<file path="src/rtl/fp_mant_norm_round_pipe.sv">
// Two-stage elastic mantissa select/round stage between significand multiplier and exponent adjust.
// Build option: define MANT_RNE_EN for round-to-nearest-even; otherwise the fraction is truncated.
module fp_mant_norm_round_pipe #(
  parameter int MANT_W  = 23,
  parameter int SHIFT_W = 10
) (
  input  logic                  clk,
  input  logic                  rst,
  input  logic                  in_valid,
  output logic                  in_ready,
  input  logic [2*MANT_W+1:0]   in_product,
  input  logic [SHIFT_W-1:0]    in_shift,
  output logic                  out_valid,
  input  logic                  out_ready,
  output logic [MANT_W-1:0]     out_mant,
  output logic                  out_exp_inc,
  output logic                  out_inexact,
  output logic                  out_range_err
);

  localparam int PW = 2 * MANT_W + 2;
  localparam int XW = PW + 1;
  localparam logic signed [SHIFT_W:0] SH_MIN = (SHIFT_W + 1)'(-MANT_W);
  localparam logic signed [SHIFT_W:0] SH_MAX = (SHIFT_W + 1)'(1);
  localparam logic signed [SHIFT_W:0] L_OFF  = (SHIFT_W + 1)'(MANT_W);

  // Stage registers
  logic              s1_valid;
  logic [MANT_W-1:0] s1_frac;
  logic              s1_guard;
  logic              s1_sticky;
  logic              s1_rerr;

  logic              s2_valid;
  logic [MANT_W-1:0] s2_mant;
  logic              s2_exp_inc;
  logic              s2_inexact;
  logic              s2_rerr;

  // Handshake: a stage may load when it is empty or its content leaves this cycle
  logic s2_free;
  logic s1_free;

  assign s2_free  = !s2_valid || out_ready;
  assign s1_free  = !s1_valid || s2_free;
  assign in_ready = s1_free;

  // Stage 1 select logic
  logic signed [SHIFT_W:0] shift_ext;
  logic [SHIFT_W:0]        lsb_idx;
  logic [XW-1:0]           ext_product;
  logic [XW-1:0]           below_mask;
  logic                    range_ok;
  logic [MANT_W-1:0]       sel_frac;
  logic                    sel_guard;
  logic                    sel_sticky;

  // NOTE: every signal driven here gets a value on every path, so no latch is inferred.
  always_comb begin
    shift_ext   = {in_shift[SHIFT_W-1], in_shift};
    range_ok    = (shift_ext >= SH_MIN) && (shift_ext <= SH_MAX);
    lsb_idx     = shift_ext + L_OFF;
    // Appending a zero below the product turns bit L of the shifted vector into the guard bit
    ext_product = {in_product, 1'b0};
    below_mask  = ~({XW{1'b1}} << lsb_idx);
    sel_frac    = range_ok ? MANT_W'(in_product >> lsb_idx) : '0;
    sel_guard   = range_ok && 1'(ext_product >> lsb_idx);
    sel_sticky  = range_ok && (|(ext_product & below_mask));
  end

  // Stage 2 rounding logic
  logic              round_up;
  logic [MANT_W:0]   rounded;

  always_comb begin
`ifdef MANT_RNE_EN
    round_up = s1_guard && (s1_sticky || s1_frac[0]) && !s1_rerr;
`else
    round_up = 1'b0;
`endif
    // A carry out of an all-ones fraction lands in the top bit and wraps the fraction to zero
    rounded  = {1'b0, s1_frac} + (MANT_W + 1)'(round_up);
  end

  // NOTE: sequential state uses non-blocking assignments so every register samples pre-edge values.
  always_ff @(posedge clk or posedge rst) begin
    // NOTE: data registers are reset as well, because the outputs must read zero after reset.
    if (rst) begin
      s1_valid  <= 1'b0;
      s1_frac   <= '0;
      s1_guard  <= 1'b0;
      s1_sticky <= 1'b0;
      s1_rerr   <= 1'b0;
    end else if (s1_free) begin
      s1_valid <= in_valid;
      if (in_valid) begin
        s1_frac   <= sel_frac;
        s1_guard  <= sel_guard;
        s1_sticky <= sel_sticky;
        s1_rerr   <= !range_ok;
      end
    end
  end

  always_ff @(posedge clk or posedge rst) begin
    if (rst) begin
      s2_valid   <= 1'b0;
      s2_mant    <= '0;
      s2_exp_inc <= 1'b0;
      s2_inexact <= 1'b0;
      s2_rerr    <= 1'b0;
    end else if (s2_free) begin
      s2_valid <= s1_valid;
      if (s1_valid) begin
        s2_mant    <= rounded[MANT_W-1:0];
        s2_exp_inc <= rounded[MANT_W];
        s2_inexact <= s1_guard || s1_sticky;
        s2_rerr    <= s1_rerr;
      end
    end
  end

  assign out_valid     = s2_valid;
  assign out_mant      = s2_mant;
  assign out_exp_inc   = s2_exp_inc;
  assign out_inexact   = s2_inexact;
  assign out_range_err = s2_rerr;

endmodule

</file>
<file path="config.mk">
export PLATFORM = sky130hd
export DESIGN_NAME = fp_mant_norm_round_pipe
export DESIGN_NICKNAME = d
export VERILOG_FILES = /design/src/rtl/fp_mant_norm_round_pipe.sv
export SDC_FILE = /design/constraint.sdc
export NUM_CORES = 1
export LEC_CHECK = 0
export CORE_MARGIN = 10
export CORE_UTILIZATION = 45
export CTS_CLUSTER_DIAMETER = 150
export DETAILED_ROUTE_END_ITERATION = 8
export GPL_TIMING_DRIVEN = 0
export PLACE_DENSITY_LB_ADDON = 0.3
export SYNTH_ARGS = -nofsm -noshare
export SYNTH_HDL_FRONTEND = slang
export SYNTH_SLANG_ARGS = --single-unit
</file>
<file path="constraint.sdc">
create_clock -name clk -period 1.9 [get_ports clk]
set_input_delay 0.19 -clock clk [delete_from_list [all_inputs] [get_ports clk]]
set_output_delay 0.19 -clock clk [all_outputs]
set_load 0.05 [all_outputs]
</file>
==> run_results.csv <==
group,metric,value,unit
clock_network,clk_latency,0.30,ns
finish,nNetsFinal,902,
timing,hold_slack,0.0896,ns
clock_network,ctsHoldBuffers,0,
global_routing,grt_pass1_wl,40200,µm
timing,rsz0062_at_grt,"yes",
clock_network,clock_path_buffers,2,
yosys,synthDominantCellAreaShare,23.2,%
drt,via_per_inst,6.87,
timing,fin_skew,0.00887,ns
timing,clock.fmax,343,MHz
worst_hold_path,min_path_type,"in2async",
outcome,failed_checks,"setup timing",
setup_path,crit_type,"in2reg",
floorplanning,die_area,17600,µm²
setup_path,cp_cell_sequence,"buf_8 -> buf_12 -> buf_12 -> inv_6 -> clkbuf_16 -> buf_8 -> ha_4 -> nor2b_4 -> o21ai_4 -> mux2i_4 -> a21oi_4 -> buf_6 -> buf_12 -> a21oi_1 -> nand4_1 -> a2111oi_4 -> and4_1 -> a21oi_2",
finish,final_area,8000,µm²
finish,seq_area,1330,µm²
clock_network,htreeDepth,2,
yosys,synth_top_family_by_area,"compound AO/OA/AOI/OAI gates",
place,routabilityCongestion,1.04,
clock_network,path_clk_slew,0.07,ns
setup_path,worstRegToRegCells,8,
drt,drtPass1Iterations,6,
timing,setup-violations-final,25,
yosys,syn_avg_cell_area,7.96,µm²
place,portBuffers,86,
yosys,synth_cells,717,
yosys,yosys.cell_types.count,73,
floorplanning,num_io_pins,90,
drt,routed_wl,27300,µm
setup_path,crit_path_end_kind,"flip-flop",
timing,tightest_slew,0.693,ns
floorplanning,core_area,12500,µm²
run,cap_viol_max_count,0,
setup_path,critPathMaxFanout,10,
power_and_ir_drop,finalPower,4.23,mW
clock_network,numClockSinks,53,
global_routing,grt_pass1_vias,6791,
yosys,synth-compound-area-share,28.6,%
yosys,synth-adder-area-share,0.439,%
yosys,synth_simple_gate_area_share,18.9,%
power_and_ir_drop,p_leak,3.22,nW
yosys,yosysTopAreaCell,"dfrtp_1",
global_routing,grt_max_degree,49,
timing,fin_ws,-1.02,ns
outcome,status,"finished, violations left",
finish,multiInputGateArea,4550,µm²
timing,maxSlewHeadroom,53.4,%
yosys,synthFlopType,"dfrtp_1",
setup_path,r2r_slack,0.03,ns
yosys,synthMuxAreaShare,21.1,%
setup_path,crit_arrival,3.10,ns
clock_network,cts-root-buf,"clkbuf_16",
clock_network,tritoncts.num_buffers,5,
yosys,synthesis.nets,781,
timing,period_share,153,%
yosys,async_flop_share,100,%
power_and_ir_drop,ir_drop,0.000467,V
finish,n_antenna_cell,0,
setup_path,cp_common_cell,"buf_12",
yosys,yosysSeqAreaShare,23.2,%
yosys,synth_common_cells,"83 x nand2_1, 62 x o21ai_0, 59 x a21oi_1",
timing,hold_violations,0,
floorplanning,start_util,45.6,%
global_routing,grt.total_usage,28.6,%
setup_path,path_buf_inv,8,
drt,vias,6946,
setup_path,start_kind,"input port",
power_and_ir_drop,p_per_area,529,nW/µm²
drt,detail_route.wl_per_cell,27.0,µm
floorplanning,rows,41,
setup_path,reg2reg_to,"s1_sticky",
yosys,synthXorXnorAreaFrac,1.05,%
setup_path,critPathTopFamily,"buffers and inverters",
clock_network,cts_tree,"yes",
global_routing,overflow,0,
drt,drc,0,
yosys,synth_edf_count,0,
timing,final_max_slew_viol_count,0,
finish,synthToLayoutAreaGrowth,40.2,%
timing,tns,-21.44,ns
yosys,yosysWarnings,0,
yosys,synth_seq_cells,53,
place,dp.final_hpwl,20700,µm
place,placed_area,6960,µm²
yosys,synth_area,5710,µm²
setup_path,r2r_start,"out_valid",
finish,final_core_util,63.9,%
global_routing,grt_antenna_before_repair,1,
drt,drtAntennaViolNets,0,
floorplanning,die_h,133,µm
yosys,yosys-top-cells-area,"dfrtp_1 23%, mux2_2 8.7%, mux2i_1 8.2%, nand2_1 5.5%, o21ai_0 5.4%",
floorplanning,die_w,133,µm
yosys,yosysMostFrequentCell,"nand2_1",
setup_path,cp.required,2.08,ns
setup_path,slowest_stage,"mux2i_4",
drt,first_iter_violations,921,
finish,drive_gt1_share,29.2,%
timing,min_period,2.92,ns
setup_path,slowest_delay,0.32,ns
finish,fillCellCount,1074,
==> where the power goes <==
part	total (mW)	internal, mW	switching [mW]
Clock	0.936	0.498	0.438
Sequential	1.16	1.14	0.0106
Combinational	2.14	0.810	1.33
Total	4.23	2.45	1.78
==> cells in the final DEF (no fill, tap or decap), types with 7 or more instances in the layout <==
master and instances:
mux2_2 44, buf_6 15, clkbuf_2 18, nand2b_1 8, mux2i_1 41, a211oi_1 11
nand3_1 19, a21oi_1 47, nor2_1 50, buf_4 33, a22o_1 20, clkbuf_16 7
a31oi_1 8, o211ai_1 10, clkdlybuf4s50_1 84, nor3_1 13, o21ai_1 17, buf_2 12
nand2_1 82, a21oi_2 10, mux4_2 10, dfrtp_1 52, o21ai_0 44, buf_12 8
nor2_2 7
==> worst max path at each step <==
stage           endpoint        start  cells after the start
2_1_floorplan  s1_sticky  in_shift[0]                     18
3_3_place_gp   s1_sticky  in_shift[0]                     18
3_5_place_dp   s1_sticky  in_shift[0]                     18
4_1_cts        s1_sticky  in_shift[0]                     18
5_1_grt        s1_sticky  in_shift[0]                     18
6_report       s1_sticky  in_shift[0]                     18
==> per-stage QoR <==
step                      std cells  setup slack (ns)
after global routing           1011             -1.06
after global placement          975             -2.73
after CTS                      1003             -1.03
final                          1011             -1.02
after floorplan                 717             -1.10
after detailed placement        976             -2.64
==> cell type report <==
cell class / instances / area share (%)
multi-input combinational: 585 / 56.9
sequential: 53 / 16.6
timing repair buffer: 116 / 14.4
buffer: 69 / 7.15
tap: 172 / 2.69
clock buffer: 5 / 1.56
inverter: 8 / 0.438
clock inverter: 3 / 0.328
==> registers in the layout, indices dropped and copies added (netlist names) <==
signal,cells
s1_frac,23
s1_guard,1
s1_sticky,1
out_inexact,1
out_range_err,1
out_mant,23
s1_valid,1
s1_rerr,1
out_valid,1
==> layer usage <==
| metal | up-vias | track usage (%) | part of all wire [%] |
|---|---|---|---|
| li1 | 2948 | - | - |
| met1 | 3291 | 36.1 | 37 |
| met2 | 582 | 45.8 | 45 |
| met3 | 123 | 7.91 | 13 |
| met4 | 2 | 10.0 | 4.3 |
| met5 | - | 0 | 0.048 |
==> timing repair <==
action | in CTS | in global routing
gates resized for setup | 91 | 97
hold endpoints to repair | 0 | 0
setup buffers | 18 | 8
endpoints found under the setup margin | 26 | 35
gates cloned | 2 | 1
pin swaps | 23 | 46
==> cells by family after synthesis <==
logic type / Yosys count
AOI/OAI and AO/OA: 245
and+or+nand+nor: 229
muxes: 102
buffers and inverters: 79
DFF: 53
xor gates and xnor gates: 6
adders and majority gates: 2
other: 1
Power figures use the tool's default switching activity.
